`src/rtl/ma_cvxif_pkg.sv`:
```
// Shared widths, opcode and record types for the CVXIF matrix offload path.
package ma_cvxif_pkg;

  localparam int unsigned MA_XLEN   = 32;
  localparam int unsigned MA_ID_W   = 3;
  localparam logic [6:0]  MA_OPCODE = 7'b0001011;

  typedef struct packed {
    logic [31:0]        instr;
    logic [MA_XLEN-1:0] rs1;
    logic [MA_XLEN-1:0] rs2;
    logic [MA_ID_W-1:0] id;
    logic               committed;
    logic               killed;
  } ma_offload_entry_t;

  typedef struct packed {
    logic [MA_ID_W-1:0] id;
    logic [MA_XLEN-1:0] data;
    logic               we;
  } ma_result_t;

endpackage

```
`src/rtl/ma_result_slice.sv`:
```
// One-entry valid/ready register; accepts a new word in the cycle the old one drains.
module ma_result_slice #(
  parameter type T = logic
) (
  input  logic clk_i,
  input  logic rst_ni,
  input  logic in_valid_i,
  output logic in_ready_o,
  input  T     in_data_i,
  output logic out_valid_o,
  input  logic out_ready_i,
  output T     out_data_o
);

  logic valid_q, valid_d;
  T     data_q, data_d;

  assign in_ready_o  = !valid_q || out_ready_i;
  assign out_valid_o = valid_q;
  assign out_data_o  = data_q;

  always_comb begin
    valid_d = valid_q;
    data_d  = data_q;
    if (in_valid_i && in_ready_o) begin
      valid_d = 1'b1;
      data_d  = in_data_i;
    end else if (out_ready_i) begin
      valid_d = 1'b0;
    end
  end

  always_ff @(posedge clk_i) begin
    if (!rst_ni) begin
      valid_q <= 1'b0;
      data_q  <= '0;
    end else begin
      valid_q <= valid_d;
      data_q  <= data_d;
    end
  end

endmodule

```
`src/rtl/ma_cvxif_offload_queue.sv`:
```
// CVXIF offload queue: decodes custom-0 ops, holds them until commit, dispatches in order.
module ma_cvxif_offload_queue #(
  parameter int unsigned XLEN      = ma_cvxif_pkg::MA_XLEN,
  parameter int unsigned ID_W      = ma_cvxif_pkg::MA_ID_W,
  parameter int unsigned DEPTH     = 4,
  parameter logic [6:0]  MA_OPCODE = ma_cvxif_pkg::MA_OPCODE
) (
  input  logic            clk_i,
  input  logic            rst_ni,
  input  logic            issue_valid_i,
  output logic            issue_ready_o,
  input  logic [31:0]     issue_instr_i,
  input  logic [XLEN-1:0] issue_rs1_i,
  input  logic [XLEN-1:0] issue_rs2_i,
  input  logic [ID_W-1:0] issue_id_i,
  output logic            issue_accept_o,
  output logic            issue_writeback_o,
  input  logic            commit_valid_i,
  input  logic [ID_W-1:0] commit_id_i,
  input  logic            commit_kill_i,
  output logic            acc_valid_o,
  input  logic            acc_ready_i,
  output logic [31:0]     acc_instr_o,
  output logic [XLEN-1:0] acc_rs1_o,
  output logic [XLEN-1:0] acc_rs2_o,
  output logic [ID_W-1:0] acc_id_o,
  input  logic            accres_valid_i,
  output logic            accres_ready_o,
  input  logic [ID_W-1:0] accres_id_i,
  input  logic [XLEN-1:0] accres_data_i,
  input  logic            accres_we_i,
  output logic            result_valid_o,
  input  logic            result_ready_i,
  output logic [ID_W-1:0] result_id_o,
  output logic [XLEN-1:0] result_data_o,
  output logic            result_we_o,
  output logic            busy_o
);

  import ma_cvxif_pkg::*;

  localparam int unsigned   PTR_W   = (DEPTH > 1) ? $clog2(DEPTH) : 1;
  localparam logic [PTR_W-1:0] PTR_ONE = PTR_W'(1);
  localparam logic [PTR_W:0]   CNT_ONE = (PTR_W + 1)'(1);
  localparam logic [PTR_W:0]   CNT_MAX = (PTR_W + 1)'(DEPTH);

  ma_offload_entry_t mem_q [DEPTH];
  ma_offload_entry_t mem_d [DEPTH];
  logic [DEPTH-1:0]  vld_q, vld_d;
  logic [PTR_W-1:0]  head_q, head_d, tail_q, tail_d, cmt_q, cmt_d;
  logic [PTR_W:0]    cnt_q, cnt_d;

  ma_offload_entry_t head_e, cmt_e, new_e;
  logic accept, enq, pop, cmt_open, cmt_hit, cmt_byp;

  assign accept            = (issue_instr_i[6:0] == MA_OPCODE);
  assign issue_accept_o    = accept;
  assign issue_writeback_o = accept && (issue_instr_i[11:7] != 5'd0);
  assign issue_ready_o     = !accept || (cnt_q < CNT_MAX);
  assign enq               = issue_valid_i && issue_ready_o && accept;

  assign head_e      = mem_q[head_q];
  assign acc_valid_o = vld_q[head_q] && head_e.committed && !head_e.killed;
  assign acc_instr_o = head_e.instr;
  assign acc_rs1_o   = head_e.rs1;
  assign acc_rs2_o   = head_e.rs2;
  assign acc_id_o    = head_e.id;
  // Killed entries drain without a handshake, one per cycle.
  assign pop = vld_q[head_q] && (head_e.killed || (head_e.committed && acc_ready_i));

  // The commit slot only counts as open while its entry is still unresolved;
  // when every entry is resolved the slot is empty and a same-cycle enqueue can take the commit.
  assign cmt_e    = mem_q[cmt_q];
  assign cmt_open = vld_q[cmt_q] && !cmt_e.committed && !cmt_e.killed;
  assign cmt_hit  = commit_valid_i && cmt_open && (cmt_e.id == commit_id_i);
  assign cmt_byp  = commit_valid_i && !vld_q[cmt_q] && enq && (tail_q == cmt_q)
                    && (issue_id_i == commit_id_i);

  always_comb begin
    mem_d  = mem_q;
    vld_d  = vld_q;
    head_d = head_q;
    tail_d = tail_q;
    cmt_d  = cmt_q;
    cnt_d  = cnt_q;
    new_e  = '{instr:     issue_instr_i,
               rs1:       issue_rs1_i,
               rs2:       issue_rs2_i,
               id:        issue_id_i,
               committed: cmt_byp && !commit_kill_i,
               killed:    cmt_byp && commit_kill_i};

    if (enq) begin
      mem_d[tail_q] = new_e;
      vld_d[tail_q] = 1'b1;
      tail_d        = tail_q + PTR_ONE;
    end
    if (pop) begin
      vld_d[head_q] = 1'b0;
      head_d        = head_q + PTR_ONE;
    end
    if (cmt_hit) begin
      if (commit_kill_i) mem_d[cmt_q].killed    = 1'b1;
      else               mem_d[cmt_q].committed = 1'b1;
      cmt_d = cmt_q + PTR_ONE;
    end else if (cmt_byp) begin
      cmt_d = cmt_q + PTR_ONE;
    end

    case ({enq, pop})
      2'b10:   cnt_d = cnt_q + CNT_ONE;
      2'b01:   cnt_d = cnt_q - CNT_ONE;
      default: cnt_d = cnt_q;
    endcase
  end

  always_ff @(posedge clk_i) begin
    if (!rst_ni) begin
      for (int unsigned i = 0; i < DEPTH; i++) mem_q[i] <= '0;
      vld_q  <= '0;
      head_q <= '0;
      tail_q <= '0;
      cmt_q  <= '0;
      cnt_q  <= '0;
    end else begin
      for (int unsigned i = 0; i < DEPTH; i++) mem_q[i] <= mem_d[i];
      vld_q  <= vld_d;
      head_q <= head_d;
      tail_q <= tail_d;
      cmt_q  <= cmt_d;
      cnt_q  <= cnt_d;
    end
  end

  ma_result_t res_in, res_out;

  assign res_in = '{id: accres_id_i, data: accres_data_i, we: accres_we_i};

  ma_result_slice #(
    .T (ma_result_t)
  ) u_result (
    .clk_i       (clk_i),
    .rst_ni      (rst_ni),
    .in_valid_i  (accres_valid_i),
    .in_ready_o  (accres_ready_o),
    .in_data_i   (res_in),
    .out_valid_o (result_valid_o),
    .out_ready_i (result_ready_i),
    .out_data_o  (res_out)
  );

  assign result_id_o   = res_out.id;
  assign result_data_o = res_out.data;
  assign result_we_o   = res_out.we;

  assign busy_o = (cnt_q != '0) || result_valid_o;

endmodule

```
`config.mk`:
```
export PLATFORM = sky130hd
export DESIGN_NAME = ma_cvxif_offload_queue
export DESIGN_NICKNAME = d
export VERILOG_FILES = /design/src/rtl/ma_cvxif_pkg.sv /design/src/rtl/ma_result_slice.sv /design/src/rtl/ma_cvxif_offload_queue.sv
export SDC_FILE = /design/constraint.sdc
export NUM_CORES = 1
export LEC_CHECK = 0
export ABC_CLOCK_PERIOD_IN_PS = 2800
export CAP_MARGIN = 15
export CORE_MARGIN = 2
export CORE_UTILIZATION = 54
export CTS_CLUSTER_SIZE = 12
export DETAILED_ROUTE_END_ITERATION = 6
export GPL_TIMING_DRIVEN = 0
export HOLD_SLACK_MARGIN = 0.15
export PLACE_DENSITY = 0.8
export SYNTH_ARGS = -nofsm -noshare
export SYNTH_HDL_FRONTEND = slang
export SYNTH_HIERARCHICAL = 1
export SYNTH_SLANG_ARGS = --single-unit
```
`constraint.sdc`:
```
create_clock -name clk_i -period 2.8 [get_ports clk_i]
set_input_delay 0.7 -clock clk_i [delete_from_list [all_inputs] [get_ports clk_i]]
set_output_delay 0.7 -clock clk_i [all_outputs]
set_load 0.01 [all_outputs]
```
==> results of run 1 <==
-- critical path, cell delays in order (launching register included) --
cell and delay [ns]:
dfxtp_2 0.35, buf_8 0.14, buf_12 0.14, buf_12 0.12
buf_12 0.12, buf_6 0.09, mux4_2 0.53, buf_6 0.15
-- cells in the mapped netlist (all sizes together) --
master / number / area share (%)
a21boi: 17 / 0.69
a21oi: 361 / 9.7
a31oi: 7 / 0.24
and2: 7 / 0.25
and2b: 1 / 0.040
and3: 18 / 0.60
and3b: 2 / 0.094
and4: 1 / 0.047
buf: 54 / 1.7
clkbuf: 117 / 2.4
dfxtp: 454 / 49
fa: 1 / 0.11
ha: 13 / 0.87
inv: 12 / 0.26
mux2: 1 / 0.060
mux2i: 40 / 2.2
mux4: 105 / 13
nand2: 830 / 17
nand2b: 1 / 0.074
nand3: 8 / 0.22
nand3b: 4 / 0.16
nor2: 32 / 0.65
nor2b: 4 / 0.13
nor3: 3 / 0.081
nor3b: 1 / 0.040
nor4: 1 / 0.11
nor4b: 1 / 0.081
o21a: 2 / 0.081
o21ai: 7 / 0.19
o2bb2a: 1 / 0.060
o32ai: 1 / 0.047
or2: 1 / 0.034
or3: 1 / 0.034
or4: 2 / 0.081
xnor2: 9 / 0.42
xor2: 2 / 0.094
-- layout by cell type, fill, tap and decap left out, types with 2 or more instances in the layout --
cell	synthesis	routed
dfxtp_1	454	452
buf_4	2	13
dlygate4sd2_1	0	5
mux4_2	105	105
and2_4	1	2
buf_6	0	73
nor2b_1	4	4
or4_1	2	2
buf_16	0	5
and3_1	18	18
buf_2	33	63
clkbuf_16	0	52
clkdlybuf4s50_1	0	179
o21a_1	2	2
a21oi_1	361	361
xor2_1	2	2
clkbuf_4	0	2
and2_1	6	5
ha_1	13	13
clkbuf_2	0	10
nand3_1	8	8
nor3_1	3	3
clkbuf_8	0	10
a31oi_1	7	7
xnor2_1	9	9
clkinv_2	0	4
o21ai_0	6	6
clkbuf_1	117	124
mux2i_1	40	40
nor2_1	32	32
nand2_1	830	829
inv_1	10	10
buf_12	4	19
a21boi_0	17	17
nand3b_1	4	4
-- per-stage QoR --
stage	utilization [%]	power [uW]	cells	area [um2]	hold slack (ns)
final	70.4	13200	2973	24100	0.451
after detailed placement	64.3	7330	2864	22100	0.443
after floorplan	-	6880	2122	18600	0.433
after global routing	70.4	13600	2972	24100	0.464
after CTS	70.7	13300	2977	24200	0.451
after global placement	64.3	7320	2864	22100	0.438
-- power by group --
group / internal, uW / total [uW] / switching (uW)
registers: 6500 / 6520 / 20.9
logic: 330 / 680 / 350
clock network: 3470 / 6050 / 2570
-- cells by family after synthesis --
kind of cell,Yosys count,synth area share [%]
AOI/OAI and AO/OA,396,11.0
xor gates and xnor gates,11,0.517
adders and majority gates,14,0.981
buffers and inverters,183,4.31
DFF,454,48.8
muxes,146,14.9
and+or+nand+nor,918,19.5
-- repair_timing --
item                       in CTS  in global routing
pin swaps                       2                  2
setup endpoints to repair     117                110
gates resized for setup       563                 52
cloned                         10                  0
buffers inserted               23                  5
-- final timing paths --
kind / to / slack (ns) / cells past startpoint
setup / recovery: acc_rs2_o[16] / -0.12 / 7
hold / removal: register / 0.45 / 2
setup reg to reg: cnt_q[2]$_SDFFE_PN0P_ / 0.11 / 11
hold reg to reg: register / 0.45 / 2
-- layer usage --
layer | global-route usage (%) | up-vias | wire (um)
met3 | 6.03 | 193 | 5150
met2 | 53.0 | 946 | 28100
met4 | 17.7 | 0 | 2800
li1 | - | 7837 | -
met5 | 0 | - | 0
met1 | 39.6 | 8142 | 22600
-- cell type report --
type / count / area share [%]
flip-flops and latches: 454 / 37.7
multi-input cells: 1485 / 36.2
repair buffers: 318 / 13.2
inverters: 12 / 0.197
diodes: 1 / 0.0104
well taps: 455 / 2.36
clock buffers: 73 / 5.74
plain buffers: 168 / 4.27
clock inverters: 7 / 0.311
==> flow_metrics.tcl, run 1 <==
set metrics [dict create \
    synth_warnings 6 \
    hold_buffers 0 \
    r2r-start "head_q[0]$_SDFFE_PN0P_" \
    p_leak_uw 0.00846 \
    ir_drop_uv 485 \
    cts_tree "done" \
    status "finished with violations" \
    drive_gt1_share_pct 14.9 \
    post_synth_num_cell_types 43 \
    tightest_slew_ns 0.971 \
    postSynthCellCount 2122 \
    antenna_found_initial 3 \
    num_io_pins 288 \
    crit_path_end_kind "primary output" \
    drtAntennaViolNets 0 \
    synth_area_um2 18600 \
    cts.clk_slew.worst_paths_ns 0.06 \
    clock_latency_ns 0.58 \
    crit_arrival_ns 2.22 \
    crit_path_start_kind "register" \
    max_freq_mhz 343 \
    die_w_um 190 \
    critPathRequiredTime_ns 2.10 \
    regArea_um2 9090 \
    post-place-ws_ns -0.855 \
    powerDensity_nw_per_um2 549 \
    grt_pass1_vias 17400 \
    clock_sinks 454 \
    cts.path.max_buffers 3 \
    vias 17100 \
    place_congestion 0.860 \
    slew_headroom_pct 35.3 \
    port_buffers 287 \
    cts-root-buf "clkbuf_16" \
    htreeDepth 2 \
    syn-num-nets 2282 \
    core_um2 34300 \
    dr.pass1.iters 6 \
    nets 2646 \
    period_needed_ns 2.92 \
    cp_max_fo 8 \
    clock_skew_ns 0.0306 \
    period_share_pct 104 \
    rsz0062_at_grt "yes" \
    startpoint "head_q[1]$_SDFFE_PN0P_" \
    die_area_um2 36000 \
    hold_viol 0 \
    violations "negative setup slack" \
    routed_wirelength_um 58700 \
    fin_ws_ns -0.117 \
    via_per_inst 5.76 \
    grt_pass1_wl_um 90900 \
    rows 68 \
    cts_buffers 47 \
    ys_seq_area_share_pct 48.8 \
    min_path_type "reg2reg" \
    grt-ovfl-total 0 \
    grt_usage_pct 32.0 \
    final-setup-viol-count 44 \
    setup_tns_ns -1.53 \
    avgSynthCellArea_um2 8.77 \
    start_util_pct 54.3 \
    max_cap_violations 0 \
    grt_max_degree 13 \
    fillers 2478 \
    route.detailed.drc 0 \
    synth-seq-cells 454 \
    crit_type "reg2out" \
    areaGrowthSynthToFinish_pct 29.6 \
    multi_input_area_um2 8740 \
    drv_slew 0 \
    die_y_um 190 \
    dp_hpwl_um 38100 \
    drtIter0Drc 1694 \
    wl_per_cell_um 19.7 \
]
Note: power is estimated with default switching activity, not from simulation.
==> run 2, diff against run 1 <==
--- a/config.mk
+++ b/config.mk
@@ -8,12 +8,13 @@
 export ABC_CLOCK_PERIOD_IN_PS = 2800
 export CAP_MARGIN = 15
 export CORE_MARGIN = 2
-export CORE_UTILIZATION = 54
+export CORE_UTILIZATION = 30
 export CTS_CLUSTER_SIZE = 12
 export DETAILED_ROUTE_END_ITERATION = 6
 export GPL_TIMING_DRIVEN = 0
 export HOLD_SLACK_MARGIN = 0.15
-export PLACE_DENSITY = 0.8
+export PLACE_DENSITY = 0.5
+export SKIP_LAST_GASP = 1
 export SYNTH_ARGS = -nofsm -noshare
 export SYNTH_HDL_FRONTEND = slang
 export SYNTH_HIERARCHICAL = 1
==> run 2 against run 1 <==
Compared with the run above: flip-flop and latch count unchanged; first-iteration DRC count down 32%; clock skew down 0.0093 ns; largest cell class unchanged; the run still ends with negative setup slack left; maximum frequency down 1.7%.
==> flow_metrics.tcl, run 2 (synthesized netlist as in run 1, its figures left out) <==
set metrics [dict create \
    wl_per_cell_um 20.2 \
    cts.clk_slew.worst_paths_ns 0.06 \
    routed_wirelength_um 67300 \
    fin_area_um2 25000 \
    antenna_found_initial 5 \
    core_um2 61500 \
    powerDensity_nw_per_um2 556 \
    utilization_pct 40.7 \
    r2r-start "head_q[1]$_SDFFE_PN0P_" \
    p_leak_uw 0.00865 \
    grt_pass1_wl_um 99900 \
    status "finished with violations" \
    clock_skew_ns 0.0213 \
    nets 2666 \
    period_share_pct 106 \
    drtIter0Drc 1150 \
    max_freq_mhz 337 \
    route.detailed.drc 0 \
    htreeDepth 2 \
    holdWs_ns 0.450 \
    crit_arrival_ns 2.27 \
    die_w_um 253 \
    clock_latency_ns 0.61 \
    rsz0062_at_grt "yes" \
    start_util_pct 30.3 \
    violations "negative setup slack" \
    port_buffers 287 \
    worstPathCellList "buf_8 -> buf_16 -> buf_8 -> buf_12 -> buf_6 -> mux4_2 -> buf_6" \
    rows 91 \
    placed_area_um2 22500 \
    die_y_um 253 \
    fin_ws_ns -0.166 \
    regArea_um2 9090 \
    place_congestion 0.817 \
    critPathRequiredTime_ns 2.10 \
    dr.pass1.iters 5 \
    clock_sinks 454 \
    final-setup-viol-count 84 \
    die_area_um2 64100 \
    grt_usage_pct 20.5 \
    cpMaxStageDelayCell "mux4_2" \
    final_common_cell "nand2_1" \
    crit_type "reg2out" \
    min_path_type "reg2reg" \
    max_cap_violations 0 \
    drv_slew 0 \
    drive_gt1_share_pct 16.3 \
    grt_pass1_vias 16600 \
    cts.path.max_buffers 3 \
    areaGrowthSynthToFinish_pct 34.4 \
    slew_headroom_pct 26.2 \
    multi_input_area_um2 8740 \
    cts-root-buf "clkbuf_16" \
    ir_drop_uv 458 \
    crit_path_start_kind "register" \
    period_needed_ns 2.97 \
    cpPeakStageDelay_ns 0.53 \
    hold_buffers 0 \
    vias 16500 \
    grt_max_degree 14 \
    num_io_pins 288 \
    hold_viol 0 \
    cts_tree "done" \
    drtAntennaViolNets 0 \
    via_per_inst 4.95 \
    fillers 6161 \
    cts_buffers 51 \
    final_cell_mix "nand2_1, dfxtp_1, a21oi_1" \
    dp_hpwl_um 45200 \
    cp_max_fo 7 \
    startpoint "head_q[1]$_SDFFE_PN0P_" \
    tightest_slew_ns 1.11 \
    crit_path_end_kind "primary output" \
    grt-ovfl-total 0 \
]
==> run 2: cell types whose count changed in the layout (fill, tap and decap cells not counted), sizes merged, moves of 2 or more <==
cell,previous run,this run
clkinvlp,0,3
clkbuf,198,226
inv,13,16
buf,174,161
clkdlybuf4s50,179,177
clkinv,5,10
dlygate4sd2,5,9
==> run 2: through the flow <==
stage | std cells | setup WS (ns) | power [uW] | setup TNS [ns]
after floorplan | 2122 | 0.303 | 6880 | 0
after global placement | 3199 | -1.07 | 7360 | -248.66
after detailed placement | 3199 | -1.04 | 7370 | -261.91
after CTS | 3320 | -0.258 | 14100 | -13.64
after global routing | 3336 | -0.211 | 14300 | -10.65
final | 3336 | -0.166 | 13900 | -6.72
==> run 2: cell type report <==
cell class,count,area share [%]
Inverter,12,0.190
Tap cell,790,3.95
Buffer,170,4.43
Timing Repair Buffer,332,13.5
Clock inverter,19,0.685
Sequential cell,454,36.3
Antenna cell,2,0.0200
Multi-Input combinational cell,1485,34.9
Clock buffer,72,5.93
==> run 2: worst max-delay path, delay by kind of cell (launching register included) <==
kind,cells,cell delay (ns)
flip-flops,1,0.35
buffers and inverters,6,0.77
multiplexers,1,0.53
==> run 2: timing repair <==
item                                    CTS  global route
endpoints found under the setup margin  164           112
resized for setup                       467           157
gates cloned                              7             4
buffers inserted                         24            17
pin swaps                                 2             3
==> run 2: power breakdown <==
| part | internal (uW) | total [uW] | switching [uW] |
|---|---|---|---|
| logic | 329 | 701 | 372 |
| clock network | 3870 | 6700 | 2820 |
| registers | 6500 | 6520 | 20.5 |
| total | 10700 | 13900 | 3210 |
==> run 2: final timing paths <==
| path | end | slack, ns | cells past startpoint |
|---|---|---|---|
| max reg2reg | cnt_q[2]$_SDFFE_PN0P_ | 0.16 | 14 |
| max | acc_instr_o[11] | -0.17 | 7 |
| min reg2reg | register | 0.45 | 2 |
| min | register | 0.45 | 2 |
==> run 2: metal layers <==
| layer | track usage, % | vias up | routed length, um |
|---|---|---|---|
| li1 | - | 7875 | - |
| met4 | 8.67 | 4 | 2120 |
| met1 | 25.8 | 7992 | 28000 |
| met3 | 3.36 | 118 | 4080 |
| met2 | 34.8 | 538 | 33000 |
| met5 | 0 | - | 23 |
